## config.mk

```make
export PLATFORM = sky130hd
export DESIGN_NAME = heater_pwm_driver
export DESIGN_NICKNAME = d
export VERILOG_FILES = /design/src/rtl/heater_pwm_driver.sv
export SDC_FILE = /design/constraint.sdc
export NUM_CORES = 1
export LEC_CHECK = 0
export BUFFER_PORTS_ARGS = -buffer_cell sky130_fd_sc_hd__buf_2
export CORE_MARGIN = 2
export CORE_UTILIZATION = 35
export DETAILED_ROUTE_END_ITERATION = 8
export PLACE_DENSITY_LB_ADDON = 0.25
export REMOVE_ABC_BUFFERS = 1
export SYNTH_ARGS = -nofsm -noshare
export SYNTH_HDL_FRONTEND = slang
export SYNTH_SLANG_ARGS = --single-unit
```

## constraint.sdc

```tcl
create_clock -name clk -period 22.1 [get_ports clk]
set_input_delay 0 -clock clk [delete_from_list [all_inputs] [get_ports clk]]
set_output_delay 0 -clock clk [all_outputs]
set_load 0.005 [all_outputs]
```

## src/rtl/heater_pwm_driver.sv

```systemverilog
// Fixed-period heater PWM driven by the coprocessor's G_out command.
// Applies slew limiting once per period and falls back to a safe duty if the commands stop arriving.
module heater_pwm_driver #(
    parameter int PERIOD       = 1000,
    parameter int SLEW_MAX     = 10,
    parameter int WDOG_PERIODS = 8,
    parameter int SAFE_DUTY    = 0
) (
    input  logic       clk,
    input  logic       rst_n,
    input  logic       enable,
    input  logic       g_valid,
    input  logic [7:0] g_in,
    output logic       pwm_out,
    output logic       period_tick,
    output logic [7:0] duty_applied,
    output logic       wdog_fault,
    output logic       clamp_err
);

    localparam int                WW        = $clog2(WDOG_PERIODS + 1);
    localparam logic [15:0]       LAST      = 16'(PERIOD - 1);
    localparam logic [WW-1:0]     WDOG_MAX  = WW'(WDOG_PERIODS);
    localparam logic signed [9:0] SLEW      = 10'(SLEW_MAX);
    localparam logic [7:0]        SAFE      = 8'(SAFE_DUTY);

    typedef enum logic [1:0] {
        IDLE,
        RUN,
        FAILSAFE
    } state_t;

    state_t            state;
    logic [15:0]       cnt;
    logic [15:0]       thr;
    logic [7:0]        pending;
    logic [WW-1:0]     wdog_cnt;
    logic              seen;

    logic              boundary;
    logic              trip;
    logic [WW-1:0]     wdog_inc;
    logic [WW-1:0]     wdog_at_bnd;
    logic [7:0]        target;
    logic signed [9:0] delta;
    logic [7:0]        duty_next;
    logic [23:0]       prod;
    logic [15:0]       thr_next;
    logic [7:0]        g_clamped;

    // NOTE: every always_comb output gets a value on every path (here up front) so no latch is inferred.
    always_comb begin
        boundary    = (state != IDLE) && enable && (cnt == LAST);
        wdog_inc    = (wdog_cnt == WDOG_MAX) ? wdog_cnt : wdog_cnt + WW'(1);
        // A strobe on the boundary cycle clears the count rather than letting it advance.
        wdog_at_bnd = g_valid ? '0 : (seen ? wdog_cnt : wdog_inc);
        trip        = boundary && (state == RUN) && (wdog_at_bnd == WDOG_MAX);
        target      = ((state == FAILSAFE) || trip) ? SAFE : pending;

        delta = $signed({2'b00, target}) - $signed({2'b00, duty_applied});
        if (SLEW_MAX > 0) begin
            if (delta > SLEW) begin
                delta = SLEW;
            end else if (delta < -SLEW) begin
                delta = -SLEW;
            end
        end
        // Result stays within 0..100, so modulo-256 addition is exact.
        duty_next = duty_applied + delta[7:0];
        prod      = 24'(duty_next) * 24'(PERIOD);
        thr_next  = 16'(prod / 24'd100);
        g_clamped = (g_in > 8'd100) ? 8'd100 : g_in;
    end

    // NOTE: sequential state uses non-blocking assignments only, so every register sees pre-edge values.
    always_ff @(posedge clk) begin
        if (!rst_n) begin
            state        <= IDLE;
            cnt          <= '0;
            thr          <= '0;
            pending      <= '0;
            wdog_cnt     <= '0;
            seen         <= 1'b0;
            pwm_out      <= 1'b0;
            period_tick  <= 1'b0;
            duty_applied <= '0;
            wdog_fault   <= 1'b0;
            clamp_err    <= 1'b0;
        end else begin
            clamp_err <= g_valid && (g_in > 8'd100);

            if (g_valid) begin
                pending    <= g_clamped;
                wdog_fault <= 1'b0;
            end

            // seen remembers a strobe since the last boundary; a boundary strobe counts for the next period.
            if (boundary) begin
                seen     <= g_valid;
                wdog_cnt <= wdog_at_bnd;
            end else if (g_valid) begin
                seen     <= 1'b1;
                wdog_cnt <= '0;
            end

            case (state)
                IDLE: begin
                    if (enable) begin
                        state       <= RUN;
                        cnt         <= '0;
                        period_tick <= 1'b1;
                        pwm_out     <= (thr != 16'd0);
                    end else begin
                        period_tick <= 1'b0;
                        pwm_out     <= 1'b0;
                    end
                end

                RUN, FAILSAFE: begin
                    if (!enable) begin
                        state       <= IDLE;
                        cnt         <= '0;
                        period_tick <= 1'b0;
                        pwm_out     <= 1'b0;
                    end else if (boundary) begin
                        cnt          <= '0;
                        period_tick  <= 1'b1;
                        duty_applied <= duty_next;
                        thr          <= thr_next;
                        pwm_out      <= (thr_next != 16'd0);
                        if (trip) begin
                            state      <= FAILSAFE;
                            wdog_fault <= 1'b1;
                        end else if ((state == FAILSAFE) && g_valid) begin
                            state <= RUN;
                        end
                    end else begin
                        cnt         <= cnt + 16'd1;
                        period_tick <= 1'b0;
                        pwm_out     <= ((cnt + 16'd1) < thr);
                        if ((state == FAILSAFE) && g_valid) begin
                            state <= RUN;
                        end
                    end
                end

                default: begin
                    state       <= IDLE;
                    cnt         <= '0;
                    period_tick <= 1'b0;
                    pwm_out     <= 1'b0;
                end
            endcase
        end
    end

endmodule

```

Word-level counts from Yosys, hierarchy flattened
Cells that the tools add are included.
- register bits: 59
- latch bits: 0
- bits in writable memories: 0
- bits in read-only memories: 0
- input bits: 12
- logic and storage cells: 75
- memories kept: 0
- $add $sub $neg: 4
- multiply operators: 1
- div/mod/pow operators: 1
- order comparisons: 4
- equal/unequal tests: 6
- shift operators: 0
- muxes and demuxes: 34
- bitwise logic cells: 0
- reductions and logical operators: 14
- operators by type and width (cell ; count):
    16-bit two-way mux ; 3
    8-bit two-way mux ; 4
    16-bit one-hot mux with 2 select lines ; 1
    16-bit nonzero test ; 2
    18-bit by 7-bit divider with 24-bit output (second input constant) ; 1
    4-bit two-way mux ; 5
    16-bit by 1-bit adder with 16-bit output (second input constant) ; 1
    16-bit by 10-bit equality test with 1-bit output (second input constant) ; 1
    16-bit less-than comparator ; 1
    8-bit by 7-bit multiplier with 15-bit output (second input constant) ; 1
    1-bit two-way mux ; 13
    2-bit two-way mux ; 5
    9-bit by 5-bit greater-than comparator with 1-bit output (second input constant) ; 1
    9-bit by 5-bit less-than comparator with 1-bit output (second input constant) ; 1
    8-bit by 8-bit subtractor with 9-bit output ; 1
    8-bit adder ; 1
    4-bit equality test (second input constant) ; 2
    8-bit by 7-bit greater-than comparator with 1-bit output (second input constant) ; 1
    1-bit logical AND ; 6
    4-bit by 1-bit adder with 4-bit output (second input constant) ; 1
    1-bit one-hot mux with 2 select lines ; 2
    2-bit one-hot mux with 2 select lines ; 1
    2-bit nonzero test ; 2
    3-bit AND reduction ; 1
    6 further kinds ; 6

Longest topological paths before layout
- depth after elaboration: 19
- gate-level depth with buffers: 74
- mapped depth without buffers: 68

Worst setup path before layout
No wires, ideal clock.
- kind: reg-to-reg
- from: register cnt[13]
- to: register pwm_out
- data arrival time: 15.008 ns
- data required time: 22.019 ns
- setup slack: 7.011 ns
- cell stages (with the launch flop): 66
- clock period less this slack: 15.089 ns
- path through: dfxtp_1 > clkbuf_1 > or4_1 > nor2_1 > nand4_1 > nor4_1 > nor2_1 > and2_1 > ha_1 > nor2b_1 > o21ai_0 > nand2b_1 > a21o_1 > a21o_1 > a21o_1 > a21oi_1 > xnor2_1 > a21oi_1 > (+30 left out) > buf_6 > o41ai_4 > a31o_4 > mux2_4 > a21oi_2 > or3b_4 > and3_1 > clkbuf_2 > and3_1 > or3_4 > buf_6 > xnor2_1 > ha_1 > nor4b_1 > o31ai_1 > mux2i_1 > o31a_1 > a41oi_1
- longest elaborated chain between the ends: 17
- ends and longest elaborated chain (what ; RTL line ; text):
    from (decl) ; 34 ; logic [15:0] cnt;
    from (signal assigned) ; 138 ; cnt <= cnt + 16'd1;
    16-bit by 10-bit equality test with 1-bit output * ; 53 ; boundary = (state != IDLE) && enable && (cnt == LAST);
    1-bit logical AND * ; 53 ;
    1-bit logical AND * (2 in a row) ; 57 ; trip = boundary && (state == RUN) && (wdog_at_bnd == WDOG_MAX);
    1-bit logical OR * ; 58 ; target = ((state == FAILSAFE) || trip) ? SAFE : pending;
    8-bit two-way mux * ; 58 ;
    8-bit by 8-bit subtractor with 9-bit output * ; 60 ; delta = $signed({2'b00, target}) - $signed({2'b00, duty_applied});
    9-bit by 5-bit less-than comparator with 1-bit output ; 64 ; end else if (delta < -SLEW) begin
    8-bit two-way mux ; 64 ;
    8-bit two-way mux * ; 62 ; if (delta > SLEW) begin
    8-bit adder * ; 69 ; duty_next = duty_applied + delta[7:0];
    net duty_next[7] ; 46 ; logic [7:0] duty_next;
    8-bit by 7-bit multiplier with 15-bit output * ; 70 ; prod = 24'(duty_next) * 24'(PERIOD);
    18-bit by 7-bit divider with 24-bit output * ; 71 ; thr_next = 16'(prod / 24'd100);
    16-bit nonzero test * ; 130 ; pwm_out <= (thr_next != 16'd0);
    1-bit two-way mux * ; 125 ; end else if (boundary) begin
    1-bit two-way mux * ; 120 ; if (!enable) begin
    1-bit one-hot mux with 2 select lines * ; 106 ; case (state)
    to (signal assigned) ; 112 ; pwm_out <= (thr != 16'd0);
    to (signal assigned) ; 130 ;
    to (signal assigned) ; 140 ; pwm_out <= ((cnt + 16'd1) < thr);
    to (decl) ; 14 ; output logic pwm_out,
Mark *: on every way through the listed nets, which the timed path passes. The rest lies on a longest branch.
A chain may end at the register's enable or synchronous reset.

Worst setup path in the final report
- from: register state[0]
- to: register pwm_out
- longest elaborated chain between the ends: 18
- ends and longest elaborated chain (what ; RTL line ; text):
    from (decl) ; 33 ; state_t state;
    from (signal assigned) ; 78 ; state <= IDLE;
    from (signal assigned) ; 109 ; state <= RUN;
    from (signal assigned) ; 121 ; state <= IDLE;
    2-bit nonzero test ; 53 ;
    1-bit logical AND (2 in a row) ; 53 ;
    1-bit logical AND (2 in a row) ; 57 ;
    1-bit logical OR * ; 58 ;
    8-bit two-way mux * ; 58 ;
    8-bit by 8-bit subtractor with 9-bit output * ; 60 ;
    9-bit by 5-bit less-than comparator with 1-bit output ; 64 ;
    8-bit two-way mux ; 64 ;
    8-bit two-way mux * ; 62 ;
    8-bit adder * ; 69 ;
    net duty_next[7] ; 46 ;
    8-bit by 7-bit multiplier with 15-bit output * ; 70 ;
    18-bit by 7-bit divider with 24-bit output * ; 71 ;
    16-bit nonzero test * ; 130 ;
    1-bit two-way mux * ; 125 ;
    1-bit two-way mux * ; 120 ;
    1-bit one-hot mux with 2 select lines * ; 106 ;
Marks and branches as above.

==> metrics.md <==
| Metric | Value |
|---|---|
| CTS Sinks | `55` |
| Post-CTS resize count | `0` |
| FF-to-FF path depth | `61` |
| HP Class | `in -> reg` |
| Clock Path Buffers | `2` |
| CTS tree | `yes` |
| Worst relative slew slack | `0.338` |
| Max cap viols | `0` |
| Vias post-DR | `7,446` |
| Ys flop type | `dfxtp_1` |
| Avg WL per Cell | `15.8 um` |
| Final Hold Viols | `0` |
| FMAX | `0.0558 GHz` |
| Final setup viols | `0` |
| Grt ovf | `0` |
| RSZ-0062 raised after global routing | `no` |
| Layout net count | `1,118` |
| CTS Hold Bufs | `8` |
| Worst-path maximum fanout | `17` |
| # H-tree levels | `2` |
| Synthesized flop and latch total | `55` |
| Minimum clock period | `17,930 ps` |
| Clk root buf | `clkbuf_16` |
| Sequential area share after synthesis | `0.139` |
| Top-count cell post-synth | `nor2_1` |
| Site Rows | `54` |
| Origin of the critical flop-to-flop path | `state[0]$_SDFFE_PN0P_` |
| CP top delay family | `compound AO/OA/AOI/OAI gates` |
| Avg Synthesized Cell Area | `7.81 um^2` |
| Starting Density | `0.360` |
| Largest cells by area after synthesis | `dfxtp_1 14%, ha_1 12%, xnor2_1 5.3%, a21oi_1 5.1%, fa_1 4.8%` |
| Largest net degree at the start of global routing | `31` |
| Overall Global Routing Usage | `0.172` |
| Die X | `154 um` |
| WP data required | `22,330 ps` |
| Outcome | `completed` |
| Cts bufs inserted | `5` |
| Max-slew violation count | `0` |
| Residual DRC | `0` |
| Port buffer count | `23` |
| Number of setup buffers added after CTS | `0` |
| Final ANT Viol Nets | `0` |
| Min-delay src | `g_in[7]` |
| Max incr delay on CP | `810 ps` |
| Critical path class | `reg -> reg` |
| Final GP Congestion | `0.874` |
| Core area | `22,000 um^2` |
| Hold Path Stages | `3` |
| Data arrival time of the worst path | `18,150 ps` |
| Vias/cell | `5.77` |
| TNS Setup | `0 ps` |
| Clock transition at path regs | `70 ps` |
| I/O pins | `24` |
| Cells after Synth | `1,011` |
| Drt pass-1 iters | `5` |
| Fillers | `2,241` |
| Top cells by count, synth | `82 x nor2_1, 80 x a21oi_1, 77 x ha_1, 75 x nand2_1, 72 x inv_1` |
| Synth Cell Area | `7900 um^2` |
| Layout cells sized above 1 | `0.0900` |
| Worst-Skew Late Latency | `300 ps` |
| Most used cell, CP | `ha_1` |
| Clock skew | `8.19 ps` |
| Area grow syn2layout | `6.92%` |
| Worst R2R Setup Slack | `4170 ps` |
| Hold EP | `pending[6]$_SDFFE_PN0P_` |
| Diode count | `0` |
| Initial DRC count | `684` |
| Die Y | `154 um` |
| Post-synth EDFFs | `0` |
| Number of global-route vias before repair | `6,915` |
| Initial antenna violation count | `0` |
| CP max-delay cell | `nor4b_4` |
| Final WL | `20,400 um` |
| CP bufs+invs | `2` |
| Cell accounting for the most synthesized area | `dfxtp_1` |
| Die area | `23,800 um^2` |
| R2r endpoint | `pwm_out$_SDFF_PN0_` |
| Worst Tran Pin Value | `989 ps` |
| CP Launch Type | `flop` |
| Element type at the critical path end | `flop` |
| Post-synth top area share | `0.139` |
| Synth unique cells | `109` |
| First-pass GRT wire length | `34,800 um` |
| Async S/R FF share, synth | `0` |
| YS warnings | `0` |
| DP HPWL | `15,600 um` |
| Fin crit share | `0.811` |
==> cell usage in the layout (no fill, tap or decap), types with 9 or more instances in the layout <==
cell type / n
buf_2: 23
and2_1: 15
nand4_1: 12
a31oi_1: 12
inv_1: 72
a211oi_1: 21
o211a_1: 9
a21o_1: 24
a21oi_1: 80
fa_1: 19
and3_1: 13
nor3_1: 23
xnor2_1: 48
o21ai_0: 40
or3_1: 12
dfxtp_1: 55
xor2_1: 15
nor2b_1: 9
nand2_1: 75
ha_1: 77
a22oi_1: 10
nor2_1: 82
nand3_1: 30
==> sequential cells by signal (all words and copies together) (netlist names) <==
signal	count
cnt	16
thr	12
duty_applied	8
pending	8
wdog_cnt	4
state	2
clamp_err	1
period_tick	1
pwm_out	1
seen	1
wdog_fault	1
==> layout make-up <==
class / instances / area (um^2) / area share
Clock buffer: 6 / 129 / 0.0153
Clock inverter: 2 / 38.8 / 0.00459
Inverter: 73 / 274 / 0.0324
Multi-Input combinational cell: 840 / 6330 / 0.749
Sequential cell: 55 / 1100 / 0.130
Tap cell: 280 / 350 / 0.0415
Timing Repair Buffer: 35 / 225 / 0.0267
==> worst max path at each step <==
stage	start	endpoint	slack, ps	cells after the start
after floorplan	cnt[13]$_SDFFE_PN0P_	pwm_out$_SDFF_PN0_	6400	60
after global placement	state[0]$_SDFFE_PN0P_	pwm_out$_SDFF_PN0_	4470	61
after detailed placement	state[0]$_SDFFE_PN0P_	pwm_out$_SDFF_PN0_	4270	61
after CTS	state[0]$_SDFFE_PN0P_	pwm_out$_SDFF_PN0_	4210	61
after global routing	state[0]$_SDFFE_PN0P_	pwm_out$_SDFF_PN0_	2590	61
final	state[0]$_SDFFE_PN0P_	pwm_out$_SDFF_PN0_	4170	61
==> through the flow <==
stage / hold slack, ps / instance area [um^2] / cells / worst slack [ps] / util
2_1_floorplan: 89.4 / 7700 / 968 / 6400 / -
3_3_place_gp: 237 / 8200 / 1275 / 4470 / 0.373
5_1_grt: 34.0 / 8440 / 1291 / 2590 / 0.385
4_1_cts: 7.36 / 8440 / 1291 / 4210 / 0.385
3_5_place_dp: 234 / 8200 / 1275 / 4270 / 0.373
6_report: 9.01 / 8440 / 1291 / 4170 / 0.385
==> cells by family (layout without fill, tap and decap cells) <==
family	count (synthesis)	in the layout	synth area share
AO/OA/AOI/OAI	334	334	0.315
XOR/XNOR	66	66	0.0775
buffers and inverters	116	116	0.0596
multiplexers	10	10	0.0135
AND/OR/NAND/NOR	329	329	0.218
flip-flops	55	55	0.139
adder cells (fa/ha/maj)	101	101	0.177
==> tightest hold or removal path, cell delays in order <==
cell and delay, ps:
buf_2 100, nor2_1 40, a21oi_1 130
==> per-layer routing <==
metal | up-vias | global-route usage | routed length [um]
met1 | 3479 | 0.248 | 10200
met3 | 25 | 0.0157 | 672
met5 | - | 0 | 0
li1 | 3763 | - | -
met4 | 0 | 0.0414 | 403
met2 | 179 | 0.279 | 9110
Power is left out: the tool's default activity adds up to more than one toggle a clock period on the data nets, which glitch-free logic cannot reach.
